File: src/rtl/rv_data_bus_arbiter.sv
// rv_data_bus_arbiter: shares one req/we/be/addr/wdata + rvalid/rdata slave
// port between the core LSU (m0) and a debug/DMA master (m1). Round-robin
// arbitration, one transaction outstanding, with a timeout watchdog that
// answers the owner with an error if the slave never responds.
module rv_data_bus_arbiter #(
    parameter int XLEN    = 32,
    parameter int TIMEOUT = 255,
    parameter int TO_W    = 8
) (
    input  logic              clk_i,
    input  logic              arst_i,

    input  logic              m0_req_i,
    input  logic              m0_we_i,
    input  logic [XLEN/8-1:0] m0_be_i,
    input  logic [XLEN-1:0]   m0_addr_i,
    input  logic [XLEN-1:0]   m0_wdata_i,
    output logic              m0_gnt_o,
    output logic              m0_rvalid_o,
    output logic [XLEN-1:0]   m0_rdata_o,
    output logic              m0_err_o,

    input  logic              m1_req_i,
    input  logic              m1_we_i,
    input  logic [XLEN/8-1:0] m1_be_i,
    input  logic [XLEN-1:0]   m1_addr_i,
    input  logic [XLEN-1:0]   m1_wdata_i,
    output logic              m1_gnt_o,
    output logic              m1_rvalid_o,
    output logic [XLEN-1:0]   m1_rdata_o,
    output logic              m1_err_o,

    output logic              s_req_o,
    output logic              s_we_o,
    output logic [XLEN/8-1:0] s_be_o,
    output logic [XLEN-1:0]   s_addr_o,
    output logic [XLEN-1:0]   s_wdata_o,
    input  logic              s_rvalid_i,
    input  logic [XLEN-1:0]   s_rdata_i
);

    typedef enum logic {
        IDLE = 1'b0,
        WAIT = 1'b1
    } state_e;

    state_e          state_q, state_d;
    logic            owner_q, owner_d;   // 0 = m0, 1 = m1
    logic            prio_q,  prio_d;    // master that wins a tie
    logic [TO_W-1:0] count_q, count_d;

    // Master request fields gathered into arrays so arbitration indexes them.
    logic [1:0]        m_req;
    logic [1:0]        m_we;
    logic [XLEN/8-1:0] m_be    [2];
    logic [XLEN-1:0]   m_addr  [2];
    logic [XLEN-1:0]   m_wdata [2];

    assign m_req      = {m1_req_i, m0_req_i};
    assign m_we       = {m1_we_i,  m0_we_i};
    assign m_be[0]    = m0_be_i;
    assign m_be[1]    = m1_be_i;
    assign m_addr[0]  = m0_addr_i;
    assign m_addr[1]  = m1_addr_i;
    assign m_wdata[0] = m0_wdata_i;
    assign m_wdata[1] = m1_wdata_i;

    // Per-master response signals, fanned out to the ports below.
    logic [1:0]      gnt;
    logic [1:0]      rvalid;
    logic [1:0]      err;
    logic [XLEN-1:0] rdata [2];

    logic winner;
    logic timeout_hit;

    // Winner is prio on a tie, otherwise whichever master is requesting.
    assign winner      = (&m_req) ? prio_q : m_req[1];
    // Depends only on the counter, so s_rvalid_i never reaches gnt or s_req.
    assign timeout_hit = (count_q == TO_W'(TIMEOUT - 1));

    // State, owner, priority and watchdog counter registers.
    // NOTE: sequential state uses non-blocking assignments so every register
    // samples the pre-edge value of every other register.
    always_ff @(posedge clk_i or posedge arst_i) begin
        if (arst_i) begin
            state_q <= IDLE;
            owner_q <= 1'b0;
            prio_q  <= 1'b0;
            count_q <= '0;
        end else begin
            state_q <= state_d;
            owner_q <= owner_d;
            prio_q  <= prio_d;
            count_q <= count_d;
        end
    end

    // Next-state logic plus the combinational grant, forward and response paths.
    // NOTE: every signal written here gets a default first, so no path
    // through the case statement can leave one unassigned and infer a latch.
    always_comb begin
        state_d   = state_q;
        owner_d   = owner_q;
        prio_d    = prio_q;
        count_d   = count_q;
        gnt       = '0;
        rvalid    = '0;
        err       = '0;
        rdata[0]  = '0;
        rdata[1]  = '0;
        s_req_o   = 1'b0;
        s_we_o    = 1'b0;
        s_be_o    = '0;
        s_addr_o  = '0;
        s_wdata_o = '0;

        unique case (state_q)
            IDLE: begin
                // A stray s_rvalid_i here (late or post-reset) is ignored.
                if (|m_req) begin
                    gnt[winner] = 1'b1;
                    s_req_o     = 1'b1;
                    s_we_o      = m_we[winner];
                    s_be_o      = m_be[winner];
                    s_addr_o    = m_addr[winner];
                    s_wdata_o   = m_wdata[winner];
                    owner_d     = winner;
                    count_d     = '0;
                    state_d     = WAIT;
                end
            end
            WAIT: begin
                count_d = count_q + 1'b1;
                if (s_rvalid_i) begin
                    // A real response beats a timeout in the same cycle.
                    rvalid[owner_q] = 1'b1;
                    rdata[owner_q]  = s_rdata_i;
                    prio_d          = ~owner_q;
                    state_d         = IDLE;
                end else if (timeout_hit) begin
                    rvalid[owner_q] = 1'b1;
                    err[owner_q]    = 1'b1;
                    prio_d          = ~owner_q;
                    state_d         = IDLE;
                end
            end
            default: state_d = IDLE;
        endcase

        // Reset must silence outputs even while a master keeps requesting.
        if (arst_i) begin
            gnt       = '0;
            rvalid    = '0;
            err       = '0;
            rdata[0]  = '0;
            rdata[1]  = '0;
            s_req_o   = 1'b0;
            s_we_o    = 1'b0;
            s_be_o    = '0;
            s_addr_o  = '0;
            s_wdata_o = '0;
        end
    end

    assign m0_gnt_o    = gnt[0];
    assign m0_rvalid_o = rvalid[0];
    assign m0_rdata_o  = rdata[0];
    assign m0_err_o    = err[0];
    assign m1_gnt_o    = gnt[1];
    assign m1_rvalid_o = rvalid[1];
    assign m1_rdata_o  = rdata[1];
    assign m1_err_o    = err[1];

endmodule

File: config.mk
export PLATFORM = sky130hd
export DESIGN_NAME = rv_data_bus_arbiter
export DESIGN_NICKNAME = d
export VERILOG_FILES = /design/src/rtl/rv_data_bus_arbiter.sv
export SDC_FILE = /design/constraint.sdc
export NUM_CORES = 1
export LEC_CHECK = 0
export CELL_PAD_IN_SITES_DETAIL_PLACEMENT = 0
export CELL_PAD_IN_SITES_GLOBAL_PLACEMENT = 1
export CORE_MARGIN = 10
export CORE_UTILIZATION = 13
export CTS_CLUSTER_DIAMETER = 80
export DETAILED_ROUTE_END_ITERATION = 10
export GPL_TIMING_DRIVEN = 1
export PLACE_DENSITY_LB_ADDON = 0.12
export SKIP_LAST_GASP = 1
export SLEW_MARGIN = 20
export SYNTH_ARGS = -nofsm -noshare
export SYNTH_HDL_FRONTEND = slang
export SYNTH_SLANG_ARGS = --single-unit
File: constraint.sdc
create_clock -name clk_i -period 4 [get_ports clk_i]
set_input_delay 0.4 -clock clk_i [delete_from_list [all_inputs] [get_ports clk_i]]
set_output_delay 0.4 -clock clk_i [all_outputs]
set_load 0.02 [all_outputs]
==> results of run 1 <==
## state kept, by name (all words and copies together), names as in the netlist
signal and flops:
state_q 1, count_q 8, prio_q 1, owner_q 1
## worst max-delay path by stage
stage / start / end / slack [ns]
after CTS: m1_req_i / s_addr_o[6] / 0.84
after global routing: m1_req_i / s_addr_o[6] / 0.72
after global placement: m1_req_i / s_wdata_o[1] / 0.89
after floorplan: arst_i / m1_err_o / 2.05
final: m1_req_i / s_addr_o[6] / 0.87
after detailed placement: m1_req_i / s_wdata_o[26] / 0.84
## per-layer routing
layer	up-vias	track usage [%]
li1	1541	-
met1	1489	15.8
met2	145	31.6
met3	8	5.82
met4	6	0.659
met5	-	0
## final cells by class
cell class	instances	area [um2]	share of cell area [%]
Clock buffer	4	78.8	1.51
Inverter	5	18.8	0.360
Multi-Input combinational cell	194	1390	26.7
Sequential cell	11	275	5.28
Tap cell	180	225	4.32
Timing Repair Buffer	321	3220	61.8
## where the power goes
group | total, mW | internal [mW] | switching [mW] | leakage [nW]
clock | 0.181 | 0.134 | 0.0474 | 0.0382
sequential | 0.183 | 0.136 | 0.0470 | 0.143
combinational | 0.878 | 0.459 | 0.419 | 1.96
total | 1.24 | 0.729 | 0.514 | 2.14
## cells in the final DEF, fill, tap and decap left out
master,n
clkbuf_16,3
and4_1,1
nor2b_1,3
nor4_1,1
nand3b_1,4
and3_1,64
dfrtp_1,11
nand4_1,5
buf_12,2
nor4_4,1
nor2b_2,1
a41oi_1,1
a21oi_1,4
nand2_1,8
buf_4,5
nor2_1,3
ha_1,2
o21ai_0,10
o21bai_1,1
nor3_1,2
inv_2,1
a22o_1,65
and3_2,1
a21bo_2,1
clkdlybuf4s50_1,314
inv_1,4
mux2i_1,2
mux2_2,1
nand3_1,4
o211ai_1,3
o31ai_1,4
and2_1,1
nor4b_1,1
clkbuf_1,1
## metrics by stage
stage	util, %	cells	power (mW)
6_report	37.4	715	1.24
4_1_cts	37.4	715	1.26
3_3_place_gp	36.8	711	1.06
3_5_place_dp	36.8	711	1.07
5_1_grt	37.4	715	1.32
2_1_floorplan	-	241	0.587
## kinds of logic (layout without fill, tap and decap cells)
family,Yosys count,after routing,synth area share [%]
buffers and inverters,36,330,10.1
multiplexers,3,3,1.69
adder cells (fa/ha/maj),2,2,1.35
flip-flops,11,11,14.9
AO/OA/AOI/OAI,89,89,38.8
AND/OR/NAND/NOR,100,100,33.2
==> impl_metrics.json, run 1 <==
{
  "tightestPinTransition_ns": 0.642,
  "syn_nets": 418,
  "syn_area_um2": 1850,
  "cts_sinks": 11,
  "drive_gt1_share_pct": 2.99,
  "cp_slowest_cell": "clkdlybuf4s50_1",
  "fin_nets": 713,
  "finalCriticalPeriod_ns": 3.13,
  "drc": 0,
  "finalInstanceArea_um2": 5210,
  "start_util_pct": 13.3,
  "synthFlopType": "dfrtp_1",
  "cts_max_path_buffers": 2,
  "cts_tree": "done",
  "portBuffers": 314,
  "die_height_um": 139,
  "fp-row-count": 43,
  "netlist.area_leader.share_pct": 30.7,
  "clkTransAtPathRegs_ns": 0.04,
  "ys_types": 31,
  "crit_chain": "clkdlybuf4s50_1, nand2_1, and3_2, buf_4, a22o_1, clkdlybuf4s50_1",
  "hold_buffers": 0,
  "cts_buffers": 3,
  "clkLatencyLatePin_ns": 0.24,
  "cp.arrival_ns": 2.73,
  "critPathMaxStageDelay_ns": 0.61,
  "min_path_cells": 1,
  "syn_area_per_cell_um2": 7.68,
  "ys_seq_area_share_pct": 14.9,
  "cts_setup_buffers": 0,
  "rsz0062_at_grt": "no",
  "dp_hpwl_um": 14300,
  "via_per_inst": 4.46,
  "core_area_um2": 13900,
  "dpl_worst_slack_ns": 0.845,
  "cp.depth": 6,
  "place.gp.congestion": 0.852,
  "ys_seq_elements": 11,
  "track_usage_pct": 15.8,
  "synthTopCellsByCount": "a22o_1 (65), and3_1 (65), clkbuf_1 (14), buf_2 (11), dfrtp_1 (11)",
  "grt_pass1_wl_um": 23600,
  "fillCellCount": 1439,
  "cap_violations": 0,
  "cts_root_buf": "clkbuf_16",
  "place_area_um2": 5130,
  "yosys-top-cells-area": "a22o_1 (31%), and3_1 (22%), dfrtp_1 (15%)",
  "wirelength_um": 16900,
  "cp_common_cell": "clkdlybuf4s50_1",
  "die-area_um2": 19400,
  "grt-ovfl-total": 0,
  "fin_skew_ns": 0.00156,
  "vias": 3189,
  "io_pins": 315,
  "power.leakage_nw": 2.14,
  "critPathMaxFanout": 23,
  "htree_levels": 1,
  "fmax_mhz": 319,
  "grt_max_degree": 67,
  "regToRegStartpoint": "state_q",
  "routedWlPerCell_um": 23.7,
  "ir_worst_vdd_v": 0.000215,
  "setup_tns_ns": 0,
  "ant_nets": 0,
  "power_density_nw_per_um2": 238,
  "hp-start": "count_q[6]",
  "hold_end": "count_q[6]",
  "grt_antenna_before_repair": 3,
  "cp-end-kind": "output pin",
  "syn_to_final_growth_pct": 181,
  "cp_num_buf_inv": 3,
  "grt_pass1_vias": 3119,
  "antenna_cells": 0,
  "slew_viol_final": 0,
  "synthArstFlopShare_pct": 100,
  "fin_hold_ws_ns": 0.530,
  "highest_layer": "met5",
  "status": "finished, final reports clean",
  "r2r-end": "count_q[5]",
  "drt_pre_antenna_iters": 4,
  "finalSetupViolCount": 0,
  "wl_met2_um": 9560,
  "wl_met3_um": 1380,
  "slew_headroom_pct": 57.1,
  "setup_ws_ns": 0.866,
  "synth_warnings": 0,
  "criticalPathCategory": "in -> out",
  "wirelength_met1_um": 5900,
  "synth_cells": 241,
  "fin_crit_sh_pct": 78.4,
  "synth_area_leader_cell": "a22o_1",
  "worst_setup_path_start_kind": "input pin",
  "synth_edf_count": 0,
  "hold_viol_final": 0,
  "worstRegToRegCells": 3,
  "cts.repair.resized": 0,
  "timing.reg2reg.setup_slack_ns": 2.47,
  "cp_top_family": "buffers and inverters",
  "critPathRequiredTime_ns": 3.60,
  "hp-class": "reg -> reg",
  "die_w_um": 139,
  "drt_iter0_markers": 143
}
No activity file was read; power rests on OpenSTA's default activity.
==> inputs of run 2 (changes only) <==
--- a/config.mk
+++ b/config.mk
@@ -8,7 +8,7 @@
 export CELL_PAD_IN_SITES_DETAIL_PLACEMENT = 0
 export CELL_PAD_IN_SITES_GLOBAL_PLACEMENT = 1
 export CORE_MARGIN = 10
-export CORE_UTILIZATION = 13
+export CORE_UTILIZATION = 12
 export CTS_CLUSTER_DIAMETER = 80
 export DETAILED_ROUTE_END_ITERATION = 10
 export GPL_TIMING_DRIVEN = 1
==> constraint.sdc (replaced) <==
create_clock -name clk_i -period 3.3 [get_ports clk_i]
set_input_delay 0.33 -clock clk_i [delete_from_list [all_inputs] [get_ports clk_i]]
set_output_delay 0.33 -clock clk_i [all_outputs]
set_load 0.02 [all_outputs]
==> run 2 against run 1 <==
Via count is 1.2% lower. Hold slack lost 0.018 ns. Wire length decreased by 2.1%. Final area is 0.58% higher. Clock-buffer cell count unchanged. Sequential power is 14% higher. Core utilization is 2.8 points lower. Critical path depth did not move. Sequential share of layout area is essentially flat. Global-route usage is 1.7 points lower. First-iteration DRC count increased by 15%. Largest power group unchanged.
==> impl_metrics.json, run 2 (synthesis gave the netlist of run 1 again) <==
{
  "status": "finished, final reports clean",
  "portBuffers": 314,
  "cts_setup_buffers": 0,
  "power_density_nw_per_um2": 288,
  "via_per_inst": 4.35,
  "dp_cells": 721,
  "critPathMaxFanout": 66,
  "cp.arrival_ns": 2.58,
  "final_cell_mix": "clkdlybuf4s50_1 (311), a22o_1 (65), and3_1 (64), dfrtp_1 (11), o21ai_0 (10)",
  "grt_max_degree": 67,
  "cp_common_cell": "clkdlybuf4s50_1",
  "core_area_um2": 15100,
  "worst_setup_path_start_kind": "input pin",
  "routedWlPerCell_um": 22.8,
  "stdcell_count": 725,
  "drive_gt1_share_pct": 3.91,
  "cp_num_buf_inv": 4,
  "cts_sinks": 11,
  "slew_viol_final": 0,
  "layout_commonest_cell": "clkdlybuf4s50_1",
  "vias": 3151,
  "cts_tree": "done",
  "wirelength_um": 16600,
  "die-area_um2": 20800,
  "drt_pre_antenna_iters": 4,
  "finalCriticalPeriod_ns": 2.91,
  "fin_skew_ns": 0.000597,
  "critPathMaxStageDelay_ns": 0.63,
  "start_util_pct": 12.2,
  "clkTransAtPathRegs_ns": 0.04,
  "dp_hpwl_um": 13900,
  "ir_worst_vdd_v": 0.000159,
  "htree_levels": 1,
  "cp_top_family": "buffers and inverters",
  "place_area_um2": 5160,
  "hold_viol_final": 0,
  "grt_pass1_wl_um": 22200,
  "fin_nets": 715,
  "cts_max_path_buffers": 2,
  "cp_slowest_cell": "clkdlybuf4s50_1",
  "setup_tns_ns": 0,
  "power.leakage_nw": 2.16,
  "slew_headroom_pct": 58.9,
  "hold_buffers": 0,
  "grt_pass1_vias": 3144,
  "grt_antenna_before_repair": 3,
  "cts.repair.resized": 0,
  "clkLatencyLatePin_ns": 0.23,
  "cap_violations": 0,
  "crit_chain": "clkdlybuf4s50_1, inv_2, nor4_4, buf_12, a22o_1, clkdlybuf4s50_1",
  "cts_root_buf": "clkbuf_16",
  "ant_nets": 0,
  "die_w_um": 144,
  "critPathRequiredTime_ns": 2.97,
  "track_usage_pct": 14.2,
  "rsz0062_at_grt": "no",
  "antenna_cells": 0,
  "place.gp.congestion": 0.839,
  "syn_to_final_growth_pct": 183,
  "finalPower_mw": 1.51,
  "cts_buffers": 3,
  "hp-class": "reg -> reg",
  "finalInstanceArea_um2": 5240,
  "cp-end-kind": "output pin",
  "regMostFlops": "count_q",
  "io_pins": 315,
  "fp-row-count": 45,
  "fmax_mhz": 344,
  "largest_register_ffs": 8,
  "die_height_um": 144,
  "grt-ovfl-total": 0,
  "drt_iter0_markers": 165,
  "tightestPinTransition_ns": 0.610,
  "fin_crit_sh_pct": 88.2,
  "criticalPathCategory": "in -> out",
  "drc": 0,
  "finalSetupViolCount": 0
}
run 2: cell types whose count changed in the layout (fill, tap and decap cells not counted), sizes merged:
cell	before	now
buf	7	12
clkdlybuf4s50	314	311
run 2: path summary, 6_finish.rpt:
check	start	endpoint	slack, ns	cells after the start
hold / removal	count_q[6]	count_q[6]	0.51	1
max in group asynchronous	arst_i	count_q[4]	2.52	3
min in group asynchronous	arst_i	count_q[7]	0.63	3
setup reg to reg	state_q	count_q[7]	1.91	4
hold reg to reg	count_q[6]	count_q[6]	0.51	1
setup / recovery	m1_req_i	s_wdata_o[25]	0.39	6
run 2: stage by stage:
step / utilization (%) / setup WS [ns] / hold WS [ns]
global placement: 34.1 / 0.418 / 0.496
global route: 34.6 / 0.267 / 0.530
CTS: 34.6 / 0.358 / 0.514
detailed placement: 34.1 / 0.362 / 0.501
finish: 34.6 / 0.391 / 0.512
floorplan: - / 1.46 / 0.191
run 2: where the power goes:
group	internal, mW	switching [mW]	total [mW]
sequential	0.166	0.0438	0.209
combinational	0.565	0.520	1.08
clock	0.162	0.0553	0.217
run 2: area by class of cell:
class / instances / area [um2]
fill: 1561 / 9900
timing repair buffer: 323 / 3240
multi-input combinational: 194 / 1390
sequential: 11 / 275
tap: 188 / 235
clock buffer: 4 / 78.8
inverter: 5 / 18.8
run 2: layer usage:
layer  vias up  global-route usage [%]  share of wire [%]
met2       149                    29.2                 56
li1       1544                       -                  -
met1      1442                    13.4                 33
met3        10                    4.92                9.9
met4         6                    1.12               0.32
met5         -                       0               0.24
==> inputs of run 3 (changes only) <==
--- a/config.mk
+++ b/config.mk
@@ -7,7 +7,7 @@
 export LEC_CHECK = 0
 export CELL_PAD_IN_SITES_DETAIL_PLACEMENT = 0
 export CELL_PAD_IN_SITES_GLOBAL_PLACEMENT = 1
-export CORE_MARGIN = 10
+export CORE_MARGIN = 5
 export CORE_UTILIZATION = 12
 export CTS_CLUSTER_DIAMETER = 80
 export DETAILED_ROUTE_END_ITERATION = 10
==> run 3 against run 2 <==
Register-to-register slack about the same. First-iteration DRC count down 36%. Global-route usage up 1.0 points. Flip-flop and latch count unchanged. Sequential share of layout area unchanged. Die area down 13%. Power up 0.40%. Critical endpoint is now s_wdata_o[29]. Largest cell class unchanged.
==> impl_metrics.json, run 3 (synthesis gave the netlist of run 1 again) <==
{
  "slew_viol_final": 0,
  "cp_top_family": "buffers and inverters",
  "drive_gt1_share_pct": 3.72,
  "cp-end-kind": "output pin",
  "vias": 3175,
  "worst_setup_path_start_kind": "input pin",
  "ant_nets": 0,
  "power_density_nw_per_um2": 289,
  "dp_hpwl_um": 12500,
  "die_height_um": 134,
  "cts_sinks": 11,
  "syn_to_final_growth_pct": 183,
  "fin_skew_ns": 0.00168,
  "cts_tree": "done",
  "critPathMaxFanout": 40,
  "die_w_um": 134,
  "grt_pass1_wl_um": 21300,
  "die-area_um2": 18000,
  "fin_crit_sh_pct": 88.5,
  "io_pins": 315,
  "cts_buffers": 3,
  "portBuffers": 314,
  "ir_worst_vdd_v": 0.000200,
  "grt-ovfl-total": 0,
  "hold_buffers": 0,
  "slew_headroom_pct": 59.8,
  "critPathMaxStageDelay_ns": 0.63,
  "setup_tns_ns": 0,
  "cp.arrival_ns": 2.59,
  "wirelength_um": 15200,
  "critPathRequiredTime_ns": 2.97,
  "finalPower_mw": 1.52,
  "dp_cells": 722,
  "cts_setup_buffers": 0,
  "layout_commonest_cell": "clkdlybuf4s50_1",
  "hold_viol_final": 0,
  "fillCellCount": 1575,
  "antenna_cells": 0,
  "drt_iter0_markers": 105,
  "power.leakage_nw": 2.15,
  "cp_common_cell": "clkdlybuf4s50_1",
  "cp_slowest_cell": "clkdlybuf4s50_1",
  "cp_num_buf_inv": 3,
  "finalSetupViolCount": 0,
  "place_area_um2": 5160,
  "fmax_mhz": 343,
  "stdcell_count": 726,
  "track_usage_pct": 15.2,
  "via_per_inst": 4.37,
  "finalInstanceArea_um2": 5240,
  "regMostFlops": "count_q",
  "criticalPathCategory": "in -> out",
  "crit_chain": "clkdlybuf4s50_1, nor2_1, and3_2, buf_12, a22o_1, clkdlybuf4s50_1",
  "cts.repair.resized": 0,
  "status": "finished, final reports clean",
  "cts_root_buf": "clkbuf_16",
  "fin_nets": 716,
  "grt_max_degree": 67,
  "core_area_um2": 15100,
  "drc": 0,
  "final_cell_mix": "clkdlybuf4s50_1 (313), a22o_1 (65), and3_1 (64), dfrtp_1 (11), o21ai_0 (10)",
  "drt_pre_antenna_iters": 4,
  "clkTransAtPathRegs_ns": 0.04,
  "tightestPinTransition_ns": 0.597,
  "hp-class": "reg -> reg",
  "place.gp.congestion": 0.843,
  "routedWlPerCell_um": 20.9,
  "start_util_pct": 12.2,
  "finalCriticalPeriod_ns": 2.92,
  "cts_max_path_buffers": 2,
  "largest_register_ffs": 8,
  "htree_levels": 1,
  "grt_pass1_vias": 3128,
  "clkLatencyLatePin_ns": 0.24,
  "rsz0062_at_grt": "no",
  "final_util_pct": 34.6,
  "fp-row-count": 45,
  "cap_violations": 0,
  "grt_antenna_before_repair": 1
}
-- run 3: cell count changes in the layout (fill, tap and decap cells not counted) --
cell,before,now
clkdlybuf4s50_1,311,313
buf_12,3,2
-- run 3: area by class of cell --
type,count,area (um2),share of cell area (%)
tap,188,235,4.49
inverter,5,18.8,0.358
sequential,11,275,5.25
timing repair buffer,324,3240,61.8
multi-input combinational,194,1390,26.6
clock buffer,4,78.8,1.50
-- run 3: where the power goes --
group          internal, mW  switching, mW
registers             0.166         0.0455
clock network         0.162         0.0606
logic                 0.564          0.519
total                 0.892          0.625
-- run 3: worst paths after layout --
check                            from            end  slack [ns]  cells after the start
max                            arst_i  s_wdata_o[29]        0.38                      6
min in group asynchronous      arst_i     count_q[2]        0.65                      3
max in group asynchronous      arst_i     count_q[4]        2.50                      3
min                        count_q[6]     count_q[6]        0.50                      1
min reg2reg                count_q[6]     count_q[6]        0.50                      1
max reg2reg                   state_q     count_q[7]        1.91                      4
-- run 3: through the flow --
step | worst slack [ns] | hold WS, ns
after floorplan | 1.46 | 0.191
after global placement | 0.417 | 0.507
after detailed placement | 0.393 | 0.504
after CTS | 0.389 | 0.509
after global routing | 0.309 | 0.530
final | 0.381 | 0.504
-- run 3: routing by layer --
layer	track usage (%)	up-vias	share of wire, %
met2	28.8	135	53
li1	-	1549	-
met4	2.04	2	1.0
met3	5.14	12	8.6
met1	16.7	1477	37
met5	0	-	0.086
==> RTL edit 1, RTL diff (settings of run 3) <==
Set the parameter `TIMEOUT` to 127 (it was 255).
--- a/src/rtl/rv_data_bus_arbiter.sv
+++ b/src/rtl/rv_data_bus_arbiter.sv
@@ -4,7 +4,7 @@
 // answers the owner with an error if the slave never responds.
 module rv_data_bus_arbiter #(
     parameter int XLEN    = 32,
-    parameter int TIMEOUT = 255,
+    parameter int TIMEOUT = 127,
     parameter int TO_W    = 8
 ) (
     input  logic              clk_i,
Behaviour: no difference found for any inputs over 10 cycles, from zero or initial values and one cycle with arst_i high; that may be too few to reach the edited logic, so the function may still have changed.
==> RTL edit 1 against run 3 <==
Via count rose by 0.22%; fmax rose by 3.2%; first-iteration DRC count rose by 28%; critical path depth did not move; cell count rose by 0.14%; power fell by 0.76%; wire length rose by 3.7%; sequential cell count did not move; die area rose by 0.12%; final area barely moved; worst setup slack improved by 91 ps; synthesized area rose by 0.14%.
==> RTL edit 1: results (changes against run 3) <==
antenna violations before repair: 4 (+3)
gr usage total: 16.0% (+0.83 points)
diodes inserted: 1 (+1)
number of global-route vias before repair: 3228 (+3.2%)
worst reg-to-reg path cell count: 3 (-1)
CP arrival: 2500 ps (-90 ps)
HP Start: count_q[7]$_DFFE_PP0P_
gpl congestion: 0.839 (-0.47%)
non-filler instance count after layout: 727 (+0.14%)
DR iter-0 viols: 134 (+28%)
M1 WL: 5430 um (-2.8%)
fraction of area in multi-input gates: 26.6% (about the same)
grt met2 use: 32.4% (+3.6 points)
worst IR drop on VDD: 0.238 mV (+19%)
grt met1 use: 16.0% (-0.71 points)
vias per cell: 4.38 (about the same)
status: finished, final reports clean
Met3 Wirelength: 1330 um (+2.1%)
Hold EP: count_q[7]$_DFFE_PP0P_
relative slew slack: 64.2% (+4.4 points)
Critical Path End: s_addr_o[7]
Setup WS pre-CTS: 433 ps (+39.4 ps)
dpl cell area: 5160 um2 (-0.15%)
worst-path fanout max: 66 (+65%)
Pint: 0.000888 W (-0.47%)
met2 wire len: 8760 um (+7.9%)
Non-clock buffers, area share: 61.7% (-0.13 points)
Layout Skew: 1.71 ps (+0.0254 ps)
sequential cell area share: 5.26% (about the same)
worst setup path startpoint: m1_req_i
Seq/Total Area, Yosys: 14.8% (-0.020 points)
largest cells by area after synthesis: a22o_1, and3_1, dfrtp_1, buf_6, clkbuf_1
Synthesized Nets: 417 (-0.24%)
Clock-cell share: 1.51% (about the same)
Fill cells: 1618 (+2.7%)
share of cells above drive strength 1: 3.16% (-0.56 points)
first-pass GRT wire length: 22400 um (+5.6%)
syn_area_per_cell: 7.73 um2 (+0.55%)
met3 usage: 5.44% (+0.30 points)
Netlist cell types: 32 (+3.2%)
worst hold margin: 499 ps (-5.44 ps)
Multi-input comb cells: 193 (-0.52%)
## RTL edit 1: changes by cell type after synthesis, sizes merged
cell and change:
buf -2, and2b +1, clkbuf +1, inv +1
nand2 -1, nand4 -1, nand4b +1, nor2b -1
nor3b +1, nor4 -1
## RTL edit 1: power groups by stage
stage                     Combinational (W)  Clock, W  Sequential, W
final                               0.00107  0.000218       0.000218
after global routing                0.00114  0.000238       0.000227
after detailed placement            0.00108         0       0.000220
after CTS                           0.00108  0.000226       0.000218
after floorplan                    0.000506         0       0.000199
after global placement              0.00107         0       0.000220
## RTL edit 1: worst reg2reg max path, cell delays in order (launching register included)
cell and delay [ps]:
dfrtp_1 660, nand4_1 340, o211ai_1 280, o31ai_1 110
## RTL edit 1: cells by family after synthesis
| kind of cell | after synthesis | share of synthesized area [%] |
|---|---|---|
| simple gates | 99 | 33.3 |
| compound gates | 89 | 38.7 |
| buf+inv | 36 | 10.1 |
| flops | 11 | 14.8 |
| mux | 3 | 1.69 |
| fa+ha+maj | 2 | 1.35 |
==> RTL edit 2, RTL diff (config.mk and constraints of run 3) <==
Without the edit above. Reset style: synchronous (`arst_i`), changed in one clocked block.
--- a/src/rtl/rv_data_bus_arbiter.sv
+++ b/src/rtl/rv_data_bus_arbiter.sv
@@ -82,7 +82,7 @@
     // State, owner, priority and watchdog counter registers.
     // NOTE: sequential state uses non-blocking assignments so every register
     // samples the pre-edge value of every other register.
-    always_ff @(posedge clk_i or posedge arst_i) begin
+    always_ff @(posedge clk_i) begin
         if (arst_i) begin
             state_q <= IDLE;
             owner_q <= 1'b0;
Check against the original RTL: no difference found for any inputs over 10 cycles, from zero or initial values and one cycle with arst_i high; that may be too few to reach the edited logic, so the function may still have changed.
==> RTL edit 2 against run 3 <==
Non-clock buffer count fell by 3; die area fell by 3.6%; sequential power fell by 29%; wire length rose by 4.9%; critical path depth did not move; worst setup slack got worse by 30 ps; power fell by 33%; final area fell by 0.45%; count of clock-buffer cells in the layout did not move; sequential cell count did not move; fmax fell by 1.0%; synthesized area fell by 3.9%; combinational power fell by 40%; via count fell by 4.5%; critical endpoint is now s_addr_o[15]; largest power group unchanged.
==> RTL edit 2: results (changes against run 3) <==
status: finished, final reports clean
dpl hpwl: 13600 um (+9.2%)
Die X: 132 um (-1.8%)
synth cell count leaders: a22o_1, and2_1, dfxtp_1
Switching Fraction: 32.6% (-8.6 points)
HP Start: count_q[7]$_SDFFE_PP0P_
Buffers on Ports: 314 (unchanged)
number of global-route vias before repair: 2961 (-5.3%)
gpl congestion: 0.840 (-0.36%)
flop2flop setup slack: 1880 ps (-30 ps)
Setup WS pre-CTS: 336 ps (-57.1 ps)
max reg flops: 8 (unchanged)
Top FF cell, synth: dfxtp_1
Netlist cell types: 34 (+9.7%)
Fill cells: 1531 (-2.8%)
peak per-stage delay on the critical path: 660 ps (+30 ps)
Hold EP: count_q[7]$_SDFFE_PP0P_
DR iter-0 viols: 124 (+18%)
Routed WL: 15900 um (+4.9%)
clk root buf: clkbuf_16
Seq/Total Area, Yosys: 12.4% (-2.5 points)
CP arrival: 2620 ps (+30 ps)
Layout Skew: 0.563 ps (-1.12 ps)
worst IR drop on VDD: 0.164 mV (-18%)
worst reg-to-reg path cell count: 3 (-1)
Synthesized Nets: 414 (-0.96%)
first-pass GRT wire length: 22600 um (+6.3%)
Reg clk slew, reported paths: 40 ps (about the same)
Worst Hold Depth: 2 (+1)
Post-synth ARST share: 0% (-100 points)
first-pass iteration count of the detailed router: 6 (+2)
RR Endpoint: count_q[5]$_SDFFE_PP0P_
YS warnings: 0 (unchanged)
Crit Reg-Reg Startpoint: state_q$_SDFF_PP0_
LEAKAGE: 1.92 nW (-11%)
total CTS buffers: 3 (unchanged)
worst-path fanout max: 65 (+63%)
htree depth: 1 (unchanged)
largest cells by area after synthesis: a22o_1, and2_1, dfxtp_1, a21oi_1, buf_4
share of cells above drive strength 1: 4.64% (+0.92 points)
clk_lat worst skew: 240 ps (about the same)
antenna violations before repair: 4 (+3)
relative slew slack: 62.4% (+2.6 points)
PD cells: 194 nW/um2 (-33%)
largest net degree at the start of global routing: 67 (unchanged)
Biggest register: count_q
vias per cell: 4.19 (-4.1%)
gr usage total: 16.9% (+1.8 points)
Layout Nets: 717 (+0.14%)
[RTL edit 2: power groups by stage]
stage,sequential (W),clock (W),combinational (W)
2_1_floorplan,0.000146,0,0.000238
3_3_place_gp,0.000151,0,0.000648
3_5_place_dp,0.000151,0,0.000649
4_1_cts,0.000149,0.000226,0.000653
5_1_grt,0.000150,0.000232,0.000677
6_report,0.000149,0.000220,0.000644
[RTL edit 2: final cells by class]
type	instances	share of cell area [%]
Clock buffer	4	1.51
Inverter	4	0.288
Multi-Input combinational cell	199	27.3
Sequential cell	11	4.22
Tap cell	184	4.41
Timing Repair Buffer	321	62.2
[RTL edit 2: metrics by stage]
stage	hold slack [ps]	std cells	area, um2	power (W)	util (%)
2_1_floorplan	473	237	1780	0.000384	-
3_3_place_gp	485	719	5140	0.000799	35.4
3_5_place_dp	500	719	5140	0.000800	35.4
4_1_cts	514	723	5220	0.00103	35.9
5_1_grt	531	723	5220	0.00106	35.9
6_report	512	723	5220	0.00101	35.9
[RTL edit 2: layer usage]
metal	global-route usage (%)	wire length, um	part of all wire (%)	up-vias
met3	4.81	1080	6.8	19
met5	0	67	0.42	-
met2	32.9	8770	55	118
met1	18.5	5790	36	1401
li1	-	-	-	1486
met4	2.51	223	1.4	8
[RTL edit 2: worst max-delay path by stage]
stage | to | from | cells after the start | slack, ps
3_5_place_dp | s_addr_o[15] | m1_req_i | 6 | 340
5_1_grt | s_addr_o[1] | m1_req_i | 6 | 200
3_3_place_gp | s_addr_o[15] | m1_req_i | 6 | 370
4_1_cts | s_addr_o[15] | m1_req_i | 6 | 330
2_1_floorplan | s_addr_o[25] | m1_req_i | 5 | 1550
6_report | s_addr_o[15] | m1_req_i | 6 | 350
[RTL edit 2: cells by family after synthesis]
| family | synth area share (%) |
|---|---|
| and+or+nand+nor | 37.5 |
| AOI/OAI and AO/OA | 40.2 |
| buffers and inverters | 7.52 |
| DFF | 12.4 |
| xor gates and xnor gates | 0.985 |
| adders and majority gates | 1.41 |
[RTL edit 2: worst register-to-register path, delay by kind of cell (launching register included)]
kind / cells / cell delay, ps
flip-flops: 1 / 630
AND/OR/NAND/NOR: 2 / 580
AO/OA/AOI/OAI: 1 / 150
